$ cat src/rtl/apb_pkg.sv
// Shared types and address-map constants for the APB master and its decoder.
package apb_pkg;

  typedef enum logic [1:0] {
    IDLE   = 2'd0,
    SETUP  = 2'd1,
    ACCESS = 2'd2,
    RESP   = 2'd3
  } apb_state_e;

  localparam logic [15:0] BASE_HI_DEFAULT = 16'h1000;
  localparam int          HI_LSB          = 16;
  localparam int          IDX_LSB         = 12;
  localparam int          IDX_W           = 4;

endpackage

$ cat src/rtl/apb_decoder.sv
// Combinational slave decode: index from addr[15:12], mapped when the upper
// half matches BASE_HI and the index names an existing slave port.
module apb_decoder
  import apb_pkg::*;
#(
  parameter int          NUM_SLAVES = 8,
  parameter logic [15:0] BASE_HI    = BASE_HI_DEFAULT
) (
  input  logic [31:IDX_LSB]  addr_i,
  output logic [IDX_W-1:0]   index_o,
  output logic               mapped_o
);

  localparam logic [IDX_W:0] NS = IDX_W'(NUM_SLAVES) == '0 ? (IDX_W+1)'(16) : (IDX_W+1)'(NUM_SLAVES);

  assign index_o  = addr_i[IDX_LSB +: IDX_W];
  assign mapped_o = (addr_i[31:HI_LSB] == BASE_HI) && ({1'b0, index_o} < NS);

endmodule

$ cat src/rtl/apb_master_n.sv
// Single-outstanding APB master fanning out to NUM_SLAVES ports, with a
// bounded PREADY wait and a one-cycle registered completion pulse.
module apb_master_n
  import apb_pkg::*;
#(
  parameter int          NUM_SLAVES  = 8,
  parameter int          DATA_W      = 32,
  parameter int          PADDR_W     = 12,
  parameter logic [15:0] BASE_HI     = BASE_HI_DEFAULT,
  parameter int          TIMEOUT_CYC = 255
) (
  input  logic                         PCLK,
  input  logic                         PRESET,
  input  logic                         transfer,
  input  logic                         write,
  input  logic [31:0]                  addr,
  input  logic [DATA_W-1:0]            wdata,
  input  logic [DATA_W/8-1:0]          strb,
  output logic                         ready,
  output logic [DATA_W-1:0]            rdata,
  output logic                         error,
  output logic [PADDR_W-1:0]           PADDR,
  output logic                         PWRITE,
  output logic                         PENABLE,
  output logic [DATA_W-1:0]            PWDATA,
  output logic [DATA_W/8-1:0]          PSTRB,
  output logic [NUM_SLAVES-1:0]        PSEL,
  input  logic [NUM_SLAVES*DATA_W-1:0] PRDATA,
  input  logic [NUM_SLAVES-1:0]        PREADY,
  input  logic [NUM_SLAVES-1:0]        PSLVERR
);

  localparam logic [15:0] TO_LAST = 16'(TIMEOUT_CYC - 1);

  apb_state_e             state_q, state_d;
  logic [15:0]            wait_q, wait_d;
  logic                   ready_q, ready_d;
  logic                   error_q, error_d;
  logic [DATA_W-1:0]      rdata_q, rdata_d;
  logic                   write_q;
  logic [PADDR_W-1:0]     paddr_q;
  logic [DATA_W-1:0]      wdata_q;
  logic [DATA_W/8-1:0]    strb_q;
  logic [IDX_W-1:0]       idx_q;

  logic [IDX_W-1:0]       dec_idx;
  logic                   dec_mapped;
  logic                   latch_en;
  logic                   pready_sel;
  logic                   pslverr_sel;
  logic [DATA_W-1:0]      prdata_sel;

  apb_decoder #(
    .NUM_SLAVES (NUM_SLAVES),
    .BASE_HI    (BASE_HI)
  ) u_dec (
    .addr_i   (addr[31:IDX_LSB]),
    .index_o  (dec_idx),
    .mapped_o (dec_mapped)
  );

  assign latch_en = (state_q == IDLE) && transfer;

  // Only the latched slave's response lines ever reach the FSM.
  always_comb begin
    pready_sel  = 1'b0;
    pslverr_sel = 1'b0;
    prdata_sel  = '0;
    for (int i = 0; i < NUM_SLAVES; i++) begin
      if (idx_q == IDX_W'(i)) begin
        pready_sel  = PREADY[i];
        pslverr_sel = PSLVERR[i];
        prdata_sel  = PRDATA[i*DATA_W +: DATA_W];
      end
    end
  end

  always_comb begin
    state_d = state_q;
    wait_d  = wait_q;
    ready_d = 1'b0;
    error_d = 1'b0;
    rdata_d = rdata_q;
    case (state_q)
      IDLE: begin
        if (transfer) begin
          if (dec_mapped) begin
            state_d = SETUP;
            wait_d  = '0;
          end else begin
            state_d = RESP;
            ready_d = 1'b1;
            error_d = 1'b1;
            rdata_d = '0;
          end
        end
      end
      SETUP: state_d = ACCESS;
      ACCESS: begin
        if (pready_sel) begin
          state_d = RESP;
          ready_d = 1'b1;
          error_d = pslverr_sel;
          rdata_d = write_q ? '0 : prdata_sel;
        end else if (wait_q == TO_LAST) begin
          state_d = RESP;
          ready_d = 1'b1;
          error_d = 1'b1;
          rdata_d = '0;
        end else begin
          wait_d = wait_q + 16'd1;
        end
      end
      RESP:    state_d = IDLE;
      default: state_d = IDLE;
    endcase
  end

  always_ff @(posedge PCLK or negedge PRESET) begin
    if (!PRESET) begin
      state_q <= IDLE;
      wait_q  <= '0;
      ready_q <= 1'b0;
      error_q <= 1'b0;
      rdata_q <= '0;
      write_q <= 1'b0;
      paddr_q <= '0;
      wdata_q <= '0;
      strb_q  <= '0;
      idx_q   <= '0;
    end else begin
      state_q <= state_d;
      wait_q  <= wait_d;
      ready_q <= ready_d;
      error_q <= error_d;
      rdata_q <= rdata_d;
      if (latch_en) begin
        write_q <= write;
        paddr_q <= addr[PADDR_W-1:0];
        wdata_q <= wdata;
        strb_q  <= strb;
        idx_q   <= dec_idx;
      end
    end
  end

  always_comb begin
    PSEL = '0;
    if ((state_q == SETUP) || (state_q == ACCESS)) begin
      for (int i = 0; i < NUM_SLAVES; i++) begin
        PSEL[i] = (idx_q == IDX_W'(i));
      end
    end
  end

  assign PENABLE = (state_q == ACCESS);
  assign PADDR   = paddr_q;
  assign PWRITE  = write_q;
  assign PWDATA  = wdata_q;
  assign PSTRB   = strb_q;
  assign ready   = ready_q;
  assign error   = error_q;
  assign rdata   = rdata_q;

endmodule

$ cat config.mk
export PLATFORM = sky130hd
export DESIGN_NAME = apb_master_n
export DESIGN_NICKNAME = d
export VERILOG_FILES = /design/src/rtl/apb_pkg.sv /design/src/rtl/apb_decoder.sv /design/src/rtl/apb_master_n.sv
export SDC_FILE = /design/constraint.sdc
export NUM_CORES = 1
export LEC_CHECK = 0
export BUFFER_PORTS_ARGS = -buffer_cell sky130_fd_sc_hd__buf_2
export CAP_MARGIN = 10
export CORE_AREA = 4 4 166 168
export CTS_CLUSTER_DIAMETER = 30
export DETAILED_ROUTE_END_ITERATION = 12
export DIE_AREA = 0 0 170 172
export SLEW_MARGIN = 15
export SYNTH_ARGS = -nofsm -noshare
export SYNTH_HDL_FRONTEND = slang
export SYNTH_HIERARCHICAL = 1
export SYNTH_SLANG_ARGS = --single-unit
export TNS_END_PERCENT = 5
$ cat constraint.sdc
create_clock -name PCLK -period 6.15 [get_ports PCLK]
set_clock_uncertainty 0.1 [all_clocks]
set_input_delay 0.615 -clock PCLK [delete_from_list [all_inputs] [get_ports PCLK]]
set_output_delay 0.615 -clock PCLK [all_outputs]
set_load 0.05 [all_outputs]
==> impl_results.md <==
- Yosys top cell area share: 0.394
- Crit path launch type: flip-flop
- CP arrival: 2.76 ns
- Synth top area cells: dfrtp_1 (39%), mux4_2 (9.8%), mux2_2 (8.9%)
- Reg2reg end: rdata[31]$_DFFE_PN0P_
- Routed vias/inst: 4.95
- Synth Area per Inst: 10.4 um2
- Area of the mapped netlist: 6680 um2
- Combinational power share: 0.638
- Max-cap viol count: 0
- R2R cell count: 6
- Max Buffers Root-to-Sink: 2
- Total negative slack: 0 ns
- Maximum vdd drop: 0.000266 V
- Post-DRT Antenna Nets: 0
- First-pass GRT wire length: 39800 um
- Clock sink total: 105
- Post-Synthesis Cells: 641
- DRC violations left: 0
- Post-CTS Resized: 0
- Flops & latches, synth: 105
- Crit path max fanout: 49
- Worst hold path type: input pin to async pin
- P per Cell Area: 532 nW/um2
- H-tree depth: 3
- Setup CP Type: flip-flop to output pin
- Ys async rst share: 1.00
- DR WL/cell: 19.8 um
- Final setup viols: 0
- Final hold violations: 0
- Share of cells above drive strength 1: 0.538
- Number of buffers created by CTS: 9
- Yosys Warn Count: 6
- Sequential share of the synthesized area: 0.394
- Rows: 59
- Syn_nets: 990
- Hold buffer count at CTS: 0
- Leak: 4.58 nW
- Critical path origin: idx_q[1]$_DFFE_PN0P_
- Finished Core Util: 0.364
- IO Port Bufs: 435
- Unrepaired setup endpoints after global routing: no
- Core Region: 25900 um2
- Later-pin clock latency in the skew report: 0.37 ns
- Clk root buf: clkbuf_16
- CP required: 5.43 ns
- Fmax: 288 MHz
- GPL Wtd Cong: 0.848
- Die Y: 172 um
- Power share of the sequential group: 0.238
- Vias in the first global route: 6895
- Grt total ovfl: 0
- TritonCTS clock tree: built
- EDFF count, synth: 0
- NetSw: 2.69 mW
- Ports: 436
- Final period util: 0.564
- Final Max Slew Viols: 0
- Number of fill cells: 2665
- Fin Hold WS: 0.247 ns
- Total Power: 5.02 mW
- Drt pass-1 iters: 4
- Relative slew margins: 0.364
- Status: finished, final reports clean
- Total track usage: 0.175
- Internal Pwr Total: 2.33 mW
- Clk slew on worst S/H paths: 0.09 ns
- Nets@finish: 1391
- Dpl hpwl: 21800 um
- Die area: 29200 um2
- Largest net degree at the start of global routing: 76
- Worst Setup EP: PSEL[2]
- Worst-margin pin slew: 0.949 ns
- Iter 0 DRT Violations: 391
- Clock Power Share: 0.124
- Count of different cell masters after synthesis: 53
- Worst r2r src: idx_q[1]$_DFFE_PN0P_
- Area leader, netlist: dfrtp_1
- Reg2reg setup slack: 3.09 ns
- Ys flop type: dfrtp_1
- Postcts setup bufs: 0
- Initial antenna violation count: 6
- Sw frac: 0.535
- Synthesis-to-finish area growth: 41.4%
- DR vias: 6862
- Crit path time final: 3.47 ns
- Chip Width: 170 um
- Crit. End Element: output pin
- Initial core utilization: 0.258
- Final WL: 27500 um
==> sequential cells by signal, summed over array words and instances, names as in the netlist <==
name and flops:
wait_q 16, ready 1, PWRITE 1, rdata 32
state_q 2, PSTRB 4, idx_q 4, PWDATA 32
PADDR 12, error 1
==> Yosys cell counts (4+ instances only) <==
cell and count:
ha_1 5, nand2b_1 6, nand2_1 74, dfrtp_1 105
buf_4 4, mux2i_1 40, a21oi_1 15, o211ai_1 30
or4_1 4, o21ai_1 12, or3_1 4, a22o_1 35
a31oi_1 5, nor2_1 24, nand3_1 12, mux4_2 29
mux2_2 53, o31ai_1 10, and3_1 5, o21ai_0 67
clkbuf_1 28, inv_1 9, buf_2 18, nor3_1 6
==> worst min path at each step <==
stage / start / end / slack, ns
after global routing: PRESET / PWDATA[14]$_DFFE_PN0P_ / 0.33
final: PRESET / PWDATA[14]$_DFFE_PN0P_ / 0.25
after floorplan: PRESET / PADDR[0]$_DFFE_PN0P_ / 0.22
after global placement: rdata[31]$_DFFE_PN0P_ / rdata[31]$_DFFE_PN0P_ / 0.38
after detailed placement: rdata[31]$_DFFE_PN0P_ / rdata[31]$_DFFE_PN0P_ / 0.38
after CTS: PRESET / PWDATA[14]$_DFFE_PN0P_ / 0.31
==> routing by layer <==
layer  global-route usage  share of wire
met1                0.212           0.38
met2                0.310           0.51
met3               0.0439          0.081
met4               0.0462          0.020
met5                    0         0.0024
==> placed cells by master (no fill, tap or decap), drive strengths merged, types with 3 or more instances in the layout <==
cell type / Yosys / layout
a31oi: 5 / 5
a221o: 3 / 3
ha: 5 / 5
a22o: 35 / 35
nor4: 5 / 5
inv: 9 / 14
mux4: 29 / 29
clkinv: 1 / 3
nor2: 24 / 24
nand3: 12 / 12
clkbuf: 28 / 9
a21oi: 15 / 15
dfrtp: 105 / 105
o21ai: 79 / 79
or4: 5 / 5
o211ai: 30 / 30
o31ai: 10 / 10
nand2b: 6 / 6
mux2i: 40 / 40
and3: 5 / 5
nand2: 74 / 74
diode: 0 / 4
mux2: 53 / 53
buf: 28 / 446
nor2b: 3 / 3
or3: 4 / 4
nor3: 7 / 7
==> critical path, cell delays in order, from the launching register on <==
cell and delay (ns):
dfrtp_4 0.89, nor2b_2 0.58, buf_4 0.36, and3_1 0.20, buf_2 0.26
==> cell type report <==
class,count,area [um2],area share
Multi-Input combinational cell,470,3760,0.398
Clock inverter,7,88.8,0.00941
Antenna cell,4,10.0,0.00106
Clock buffer,9,225,0.0239
Tap cell,335,419,0.0444
Inverter,10,37.5,0.00398
Timing Repair Buffer,446,2260,0.240
Sequential cell,105,2640,0.279
==> kinds of logic (layout without fill, tap and decap cells) <==
family,count (synthesis),after routing,synth area share
adder cells (fa/ha/maj),5,5,0.00937
AND/OR/NAND/NOR,154,154,0.115
other,0,4,0
AO/OA/AOI/OAI,189,189,0.189
buffers and inverters,66,472,0.0461
multiplexers,122,122,0.247
flip-flops,105,105,0.394
==> power groups by stage <==
stage	clock (mW)	sequential (mW)	combinational [mW]
floorplan	0	2.04	1.55
global placement	0	1.20	3.20
finish	0.622	1.20	3.21
detailed placement	0	1.21	3.24
global route	0.668	1.24	3.43
CTS	0.642	1.20	3.24
==> per-stage QoR <==
stage	std cells	area [um2]	worst slack (ns)
4_1_cts	1382	9430	2.69
3_5_place_dp	1366	9120	3.02
5_1_grt	1383	9430	2.56
3_3_place_gp	1366	9120	3.08
2_1_floorplan	641	6680	3.42
6_report	1386	9440	2.68
Power figures use the tool's default switching activity.
